===== config.mk =====
export PLATFORM = sky130hd
export DESIGN_NAME = blink_monitor
export DESIGN_NICKNAME = d
export VERILOG_FILES = /design/src/rtl/blink_pkg.sv /design/src/rtl/blink_period_cnt.sv /design/src/rtl/blink_monitor.sv
export SDC_FILE = /design/constraint.sdc
export NUM_CORES = 1
export LEC_CHECK = 0
export BUFFER_PORTS_ARGS = -buffer_cell sky130_fd_sc_hd__buf_2
export CAP_MARGIN = 20
export CORE_AREA = 2 2 69 104
export CTS_CLUSTER_SIZE = 14
export DETAILED_ROUTE_END_ITERATION = 8
export DIE_AREA = 0 0 71 106
export SYNTH_ARGS = -nofsm -noshare
export SYNTH_HDL_FRONTEND = slang
export SYNTH_SLANG_ARGS = --single-unit

===== constraint.sdc =====
create_clock -name clk -period 2.75 [get_ports clk]
set_clock_uncertainty 0.1 [all_clocks]
set_input_delay 0.6875 -clock clk [delete_from_list [all_inputs] [get_ports clk]]
set_output_delay 0.6875 -clock clk [all_outputs]
set_load 0.005 [all_outputs]

===== src/rtl/blink_pkg.sv =====
// Shared types for the blinker monitor: fault cause codes, monitor states,
// and the nominal flg period derived from the blinker counter width.
package blink_pkg;

  typedef enum logic [2:0] {
    NONE     = 3'd0,
    SHORT    = 3'd1,
    LONG     = 3'd2,
    WIDE     = 3'd3,
    LED_SPUR = 3'd4,
    LED_MISS = 3'd5
  } fault_code_e;

  typedef enum logic [1:0] {
    IDLE   = 2'd0,
    ACQ    = 2'd1,
    LOCKED = 2'd2,
    FAULT  = 2'd3
  } mon_state_e;

  // Wide enough for any LOCK_COUNT in 1..255.
  localparam int unsigned RUN_W = 8;

  function automatic int unsigned period(input int unsigned cbits);
    return 32'd1 << cbits;
  endfunction

endpackage


===== src/rtl/blink_period_cnt.sv =====
// Interval counter between flg edges: clears on an edge, saturates at P+1, and
// classifies each edge (or the missing one) against the nominal period P.
module blink_period_cnt
  import blink_pkg::*;
#(
  parameter int unsigned CBITS = 12
) (
  input  logic clk_i,
  input  logic rst_i,
  input  logic flg_edge_i,
  output logic is_good_o,
  output logic is_short_o,
  output logic is_long_o
);

  localparam int unsigned CW = CBITS + 1;
  localparam logic [CW-1:0] CNT_PM1 = CW'(period(CBITS) - 1);
  localparam logic [CW-1:0] CNT_SAT = CW'(period(CBITS) + 1);

  logic [CW-1:0] icnt_q, icnt_d;

  always_comb begin
    icnt_d = icnt_q;
    if (flg_edge_i) begin
      icnt_d = '0;
    end else if (icnt_q != CNT_SAT) begin
      icnt_d = icnt_q + CW'(1);
    end
  end

  always_ff @(posedge clk_i or posedge rst_i) begin
    if (rst_i) begin
      icnt_q <= '0;
    end else begin
      icnt_q <= icnt_d;
    end
  end

  // icnt == P-1 at an edge means exactly P cycles since the previous edge.
  assign is_good_o  = flg_edge_i & (icnt_q == CNT_PM1);
  assign is_short_o = flg_edge_i & (icnt_q < CNT_PM1);
  // Missing pulse: the count is about to reach P with no edge this cycle.
  assign is_long_o  = ~flg_edge_i & (icnt_q == CNT_PM1);

endmodule


===== src/rtl/blink_monitor.sv =====
// Checker for the blinker's (led, flg) pair: acquires on the first flg edge,
// locks after LOCK_COUNT good periods, and latches the first fault cause.
module blink_monitor
  import blink_pkg::*;
#(
  parameter int unsigned CBITS      = 12,
  parameter int unsigned LOCK_COUNT = 4,
  parameter int unsigned GCNT_W     = 16
) (
  input  logic              clk,
  input  logic              rst,
  input  logic              clr,
  input  logic              led,
  input  logic              flg,
  output logic              locked,
  output logic              fault,
  output logic [2:0]        fault_code,
  output logic [GCNT_W-1:0] good_periods
);

  localparam logic [RUN_W-1:0] RUN_LAST = RUN_W'(LOCK_COUNT - 1);

  logic              led_q, flg_q;
  mon_state_e        state_q, state_d;
  fault_code_e       code_q, code_d;
  logic [RUN_W-1:0]  run_q, run_d;
  logic [GCNT_W-1:0] good_q, good_d;

  logic        flg_edge;
  logic        is_good, is_short, is_long;
  fault_code_e cause;

  assign flg_edge = flg & ~flg_q;

  blink_period_cnt #(
    .CBITS (CBITS)
  ) u_pcnt (
    .clk_i      (clk),
    .rst_i      (rst),
    .flg_edge_i (flg_edge),
    .is_good_o  (is_good),
    .is_short_o (is_short),
    .is_long_o  (is_long)
  );

  // Highest-priority cause wins when several checks fail on one sample.
  always_comb begin
    cause = NONE;
    if (flg & flg_q) begin
      cause = WIDE;
    end else if (is_short) begin
      cause = SHORT;
    end else if (is_long) begin
      cause = LONG;
    end else if (flg_q & (led == led_q)) begin
      cause = LED_MISS;
    end else if (~flg_q & (led != led_q)) begin
      cause = LED_SPUR;
    end
  end

  always_comb begin
    state_d = state_q;
    code_d  = code_q;
    run_d   = run_q;
    good_d  = good_q;
    if (clr) begin
      state_d = IDLE;
      code_d  = NONE;
      run_d   = '0;
      good_d  = '0;
    end else begin
      case (state_q)
        IDLE: begin
          if (flg_edge) begin
            state_d = ACQ;
            run_d   = '0;
            good_d  = '0;
          end
        end
        ACQ, LOCKED: begin
          if (cause != NONE) begin
            state_d = FAULT;
            code_d  = cause;
          end else if (is_good) begin
            if (good_q != '1) begin
              good_d = good_q + GCNT_W'(1);
            end
            if (state_q == ACQ) begin
              run_d = run_q + RUN_W'(1);
              if (run_q == RUN_LAST) begin
                state_d = LOCKED;
              end
            end
          end
        end
        FAULT: begin
          state_d = FAULT;
        end
        default: begin
          state_d = IDLE;
        end
      endcase
    end
  end

  always_ff @(posedge clk or posedge rst) begin
    if (rst) begin
      led_q   <= 1'b0;
      flg_q   <= 1'b0;
      state_q <= IDLE;
      code_q  <= NONE;
      run_q   <= '0;
      good_q  <= '0;
    end else begin
      led_q   <= led;
      flg_q   <= flg;
      state_q <= state_d;
      code_q  <= code_d;
      run_q   <= run_d;
      good_q  <= good_d;
    end
  end

  assign locked       = (state_q == LOCKED);
  assign fault        = (state_q == FAULT);
  assign fault_code   = code_q;
  assign good_periods = good_q;

endmodule


==> flow_summary.toml, run 1 <==
[clocking]
clock-root-buffer = "clkbuf_8"
cts_made_buffers = 5
path_clk_slew_ns = 0.09
cts-resized-gates = 0
cts_tree = "done"
clockBufferDepth = 2
cts_sinks = 44
insertion_delay_ns = 0.30
cts_hold_buf = 0
htreeDepth = 2
postCtsSetupRepairBufs = 0

[sta]
timing.fmax_ghz = 0.385
final-setup-viol-count = 0
worstMarginPinSlew_ns = 0.572
hold_slack_ns = 0.385
fin_crit_ns = 2.60
rsz0062_at_grt = "false"
finalCritPeriodShare_pct = 94.4
hold_violations = 0
fin_tns_setup_ns = 0
finalMaxSlewViolations = 0
slew_headroom_pct = 61.8

[synthesis]
synthArstFlopShare_pct = 100
synth_seq_area_share_pct = 42.2
muxShareOfSynthArea_pct = 1.20
synth_compound_area_share_pct = 19.5
ys_ff_latch = 44
synth_warnings = 0
synth.most_common_cell = "dfrtp_1"
post_synth_fa_ha_maj_area_fraction_pct = 4.80
synth_edf_count = 0
synth_xor_area_share_pct = 3.69
synthesis.nets = 302
synth_area_sq_um = 2610
synthSimpleGateAreaFrac_pct = 25.1
synth.distinct_cells = 50
synth_top_family_by_area = "simple AND/OR/NAND/NOR gates"
avgSynthCellArea_sq_um = 9.09
synth_top_cell_area_share_pct = 42.2
synth_area_leader_cell = "dfrtp_1"
synthTopCellsByArea = "dfrtp_1, ha_1, o21ai_0, nand2_1, nand3_1"
synthTopCellsByCount = "dfrtp_1, nand2_1, o21ai_0, nor2_1, nand3_1"
ys.flop_type = "dfrtp_1"
synthesis.instances = 287

[placement]
gp_congestion = 0.850
port_buffers = 25
dpl.hpwl_um = 4700
dpl_cell_area_sq_um = 2890

[pwr]
switching_share_pct = 31.9
power_mw = 1.76
power.density_nw_per_um2 = 584
leakage_nw = 1.37
seq_power_share_pct = 42.3
netSwitchingPower_mw = 0.562
p_comb_share_pct = 26.7
intPower_mw = 1.20
clkPwrFrac_pct = 31.0
ir_drop_mv = 0.301

[finish]
final_area_sq_um = 3020
fillers = 655
post-route-util_pct = 44.9
area_growth_pct = 15.7
drive_gt1_share_pct = 16.7
final_nets = 337
num_antenna_cells = 0

[grt]
grtUsageTotal_pct = 18.2
grt_max_degree = 45
antenna_found_initial = 0
grt_pass1_wl_um = 11000
overflow = 0
grt_pass1_vias = 2309

[drt]
drcViolationCount = 0
wl_per_cell_um = 16.0
drt-initial-drc-count = 162
viasPerCell = 5.81
route.vias.total = 2328
drtPass1Iterations = 4
postRouteAntennaNets = 0
postRouteWirelength_um = 6420

[outcome]
status = "finished clean"

[floorplan]
fp.dieArea_sq_um = 7530
coreArea_sq_um = 6710
die_y_um = 106
initial_core_util_pct = 38.8
fp-row-count = 37
die_w_um = 71
ios = 26

[worst_hold_path]
holdCritPathClass = "reg2reg"

[critical_path]
startpoint_type = "input pin"
path_max_fanout = 4
critPathArrivalTime_ns = 2.68
cp.required_ns = 2.84
endpoint_kind = "flip-flop"
path_class = "in2reg"

[run]
max_cap_viol_count = 0
power by group through the flow:
| stage | Sequential, mW | Clock (mW) | Combinational, mW |
|---|---|---|---|
| 2_1_floorplan | 0.749 | 0 | 0.321 |
| 3_3_place_gp | 0.757 | 0 | 0.466 |
| 3_5_place_dp | 0.759 | 0 | 0.471 |
| 4_1_cts | 0.746 | 0.561 | 0.473 |
| 5_1_grt | 0.755 | 0.587 | 0.531 |
| 6_report | 0.745 | 0.546 | 0.470 |
layout make-up:
cell class / instances / area, sq um / share of cell area (%)
Timing Repair Buffer: 39 / 230 / 7.63
Tap cell: 78 / 97.6 / 3.24
Clock buffer: 7 / 96.3 / 3.19
Sequential cell: 44 / 1100 / 36.5
Inverter: 12 / 45.0 / 1.49
Multi-Input combinational cell: 220 / 1420 / 47.0
Clock inverter: 1 / 30.0 / 0.995
layout by cell type (no fill, tap or decap), types with 2 or more instances in the layout:
| cell | Yosys | layout |
|---|---|---|
| o22ai_1 | 2 | 2 |
| dfrtp_1 | 44 | 44 |
| nand4_1 | 11 | 11 |
| o31ai_1 | 10 | 10 |
| o21ai_0 | 22 | 22 |
| or3_1 | 4 | 4 |
| o21a_1 | 2 | 2 |
| nand2b_1 | 4 | 4 |
| a21o_1 | 3 | 3 |
| nor3_1 | 5 | 5 |
| a211oi_1 | 2 | 2 |
| o211ai_1 | 3 | 3 |
| inv_1 | 12 | 11 |
| buf_2 | 3 | 25 |
| and3_1 | 12 | 12 |
| nand2_1 | 24 | 24 |
| a21oi_1 | 11 | 11 |
| nor2_1 | 19 | 19 |
| buf_4 | 0 | 14 |
| o21ai_1 | 2 | 2 |
| a31oi_1 | 6 | 6 |
| mux2i_1 | 2 | 2 |
| ha_1 | 10 | 10 |
| xnor2_1 | 4 | 4 |
| xor2_1 | 7 | 7 |
| or4_1 | 3 | 3 |
| a41oi_1 | 4 | 4 |
| nand3_1 | 17 | 17 |
| o2bb2ai_1 | 2 | 2 |
| clkbuf_8 | 0 | 7 |
| and2_1 | 4 | 4 |
| nor2b_1 | 3 | 3 |
| nor4_1 | 3 | 3 |
| and4_1 | 2 | 2 |
per-stage QoR:
stage / setup WS (ns) / cells
5_1_grt: 0.0602 / 401
2_1_floorplan: 0.0941 / 287
6_report: 0.155 / 401
3_3_place_gp: -0.126 / 393
4_1_cts: 0.157 / 401
3_5_place_dp: -0.174 / 393
flip-flops by register name, summed over array words and instances, names as in the netlist:
register / cells
state_q: 2
good_periods: 16
fault_code: 3
led_q: 1
run_q: 8
u_pcnt.icnt_q: 13
flg_q: 1
per-layer routing:
layer  part of all wire, %  track usage (%)
met5                     0                0
met4                   2.4             6.74
met3                   3.5             3.51
met2                    54             32.8
met1                    40             21.0
worst max-delay path: stages:
cell and delay [ns]:
buf_2 0.11, xnor2_1 0.13, ha_1 0.29, nor2b_1 0.18
nand2b_1 0.12, o22a_4 0.23, or4_4 0.56, o21ai_0 0.15
o2bb2a_1 0.22
kinds of logic after synthesis:
| group | Yosys count |
|---|---|
| buffers and inverters | 23 |
| AND/OR/NAND/NOR | 121 |
| AO/OA/AOI/OAI | 75 |
| multiplexers | 3 |
| XOR/XNOR | 11 |
| adder cells (fa/ha/maj) | 10 |
| flip-flops | 44 |
path summary, 6_finish.rpt:
kind | slack, ns | endpoint | depth (start not counted) | from
max in group asynchronous | 1.74 | u_pcnt.icnt_q[5] | 3 | rst
min in group asynchronous | 0.42 | run_q[0] | 3 | rst
min | 0.38 | fault_code[2] | 1 | fault_code[2]
max | 0.15 | good_periods[14] | 9 | led
max reg2reg | 0.26 | good_periods[14] | 8 | led_q
min reg2reg | 0.38 | fault_code[2] | 1 | fault_code[2]
Power figures use the tool's default switching activity.
==> run 2, diff against run 1 <==
--- a/config.mk
+++ b/config.mk
@@ -11,6 +11,7 @@
 export CTS_CLUSTER_SIZE = 14
 export DETAILED_ROUTE_END_ITERATION = 8
 export DIE_AREA = 0 0 71 106
+export GPL_TIMING_DRIVEN = 0
 export SYNTH_ARGS = -nofsm -noshare
 export SYNTH_HDL_FRONTEND = slang
 export SYNTH_SLANG_ARGS = --single-unit
==> constraint.sdc (replaced) <==
create_clock -name clk -period 2.75 [get_ports clk]
set_clock_uncertainty 0.1 [all_clocks]
set_input_delay 0.1375 -clock clk [delete_from_list [all_inputs] [get_ports clk]]
set_output_delay 0.1375 -clock clk [all_outputs]
set_load 0.005 [all_outputs]
==> flow_summary.toml, run 2 (synthesis gave the netlist of run 1 again) <==
[finish]
final_nets = 343
num_antenna_cells = 0
final_cell_mix = "dfrtp_1, buf_2, nand2_1"
fillers = 631
area_growth_pct = 17.0
drive_gt1_share_pct = 16.4
final_common_cell = "dfrtp_1"
final_area_sq_um = 3050
largest_reg_flops = 16

[sta]
finalCritPeriodShare_pct = 95.9
worstMarginPinSlew_ns = 0.776
hold_violations = 0
finalMaxSlewViolations = 0
fin_crit_ns = 2.64
slew_headroom_pct = 48.1
hold_slack_ns = 0.116
final-setup-viol-count = 0
timing.fmax_ghz = 0.379
rsz0062_at_grt = "false"

[drt]
viasPerCell = 5.86
route.vias.total = 2384
drcViolationCount = 0
wl_per_cell_um = 16.3
drtPass1Iterations = 4
drt-initial-drc-count = 145
postRouteAntennaNets = 0
postRouteWirelength_um = 6630

[critical_path]
critPathArrivalTime_ns = 2.72
slowest_stage = "or4_4"
endpoint_kind = "flip-flop"
timing.critical_path.mode_cell = "and4_1"
path_class = "reg2reg"
reg2regPathDepth = 8
cp.required_ns = 2.83
crit_path_max_incr_delay_ns = 0.58
crit_chain = "ha_1, and4_1, buf_2, and4_1, o22a_4, or4_4, o21ai_1, o2bb2a_1"
startpoint_type = "flip-flop"
path_max_fanout = 6

[placement]
gp_congestion = 0.899
port_buffers = 24
dpl_cell_area_sq_um = 2850
dpl.hpwl_um = 4780

[clocking]
clock-root-buffer = "clkbuf_8"
htreeDepth = 2
insertion_delay_ns = 0.29
clockBufferDepth = 2
cts_made_buffers = 5
cts_tree = "done"
path_clk_slew_ns = 0.08
cts_sinks = 44

[pwr]
ir_drop_mv = 0.230
leakage_nw = 1.37
power.density_nw_per_um2 = 547
power_mw = 1.67

[grt]
grt_max_degree = 39
antenna_found_initial = 0
grt_pass1_vias = 2394
grtUsageTotal_pct = 18.5
overflow = 0
grt_pass1_wl_um = 11300

[floorplan]
initial_core_util_pct = 38.8
die_w_um = 71
fp-row-count = 37
ios = 26
coreArea_sq_um = 6710
die_y_um = 106
fp.dieArea_sq_um = 7530

[outcome]
status = "finished clean"

[worst_hold_path]
holdCritPathClass = "in2reg"
holdPathStages = 2

[run]
max_cap_viol_count = 0
## run 2: stage by stage
step           util [%]  setup TNS (ns)  instances  setup slack [ns]
2_1_floorplan         -               0        287             0.288
3_3_place_gp       42.1           -1.91        389            -0.237
3_5_place_dp       42.4           -1.79        390            -0.211
4_1_cts            44.3               0        401           0.00674
5_1_grt            45.4               0        407           0.00944
6_report           45.4               0        407             0.112
## run 2: what timing repair did
action                     4_1_cts  5_1_grt
setup endpoints to repair       12       14
hold buffers                     3        0
pin swaps                        0        2
buffers inserted                 0        6
resized for setup                2       10
hold endpoints to repair        46        0
## run 2: metal layers
metal	global-route usage [%]	share of wire, %	up-vias
met1	21.2	41	1171
met5	0	0	-
met4	7.14	2.8	0
met2	34.1	53	53
met3	2.37	3.2	16
li1	-	-	1144
## run 2: cell type report
class / count / area [sq um] / share of cell area [%]
multi-input combinational: 220 / 1450 / 47.6
timing repair buffer: 34 / 215 / 7.05
buffer: 11 / 48.8 / 1.60
sequential: 44 / 1100 / 36.1
clock buffer: 8 / 90.1 / 2.95
tap: 78 / 97.6 / 3.20
inverter: 12 / 45.0 / 1.48
## run 2: report_power, final
part	switching, mW	internal, mW	total, mW
sequential	0.0468	0.696	0.742
combinational	0.316	0.191	0.507
clock	0.214	0.205	0.419
total	0.577	1.09	1.67
## run 2: worst paths after layout
path / from / to / slack (ns)
max in group asynchronous: rst / good_periods[15] / 1.92
worst max register to register: u_pcnt.icnt_q[0] / good_periods[14] / 0.11
worst min register to register: fault_code[2] / fault_code[2] / 0.39
min in group asynchronous: rst / u_pcnt.icnt_q[7] / 0.18
worst min-delay path: clr / fault_code[1] / 0.12
worst max-delay path: u_pcnt.icnt_q[0] / good_periods[14] / 0.11
## run 2: worst max-delay path, delay by kind of cell, from the launching register on
family                   cells  cell delay (ns)
AND/OR/NAND/NOR              3             1.01
AO/OA/AOI/OAI                3             0.62
flip-flops                   1             0.41
adder cells (fa/ha/maj)      1             0.25
buffers and inverters        1             0.15
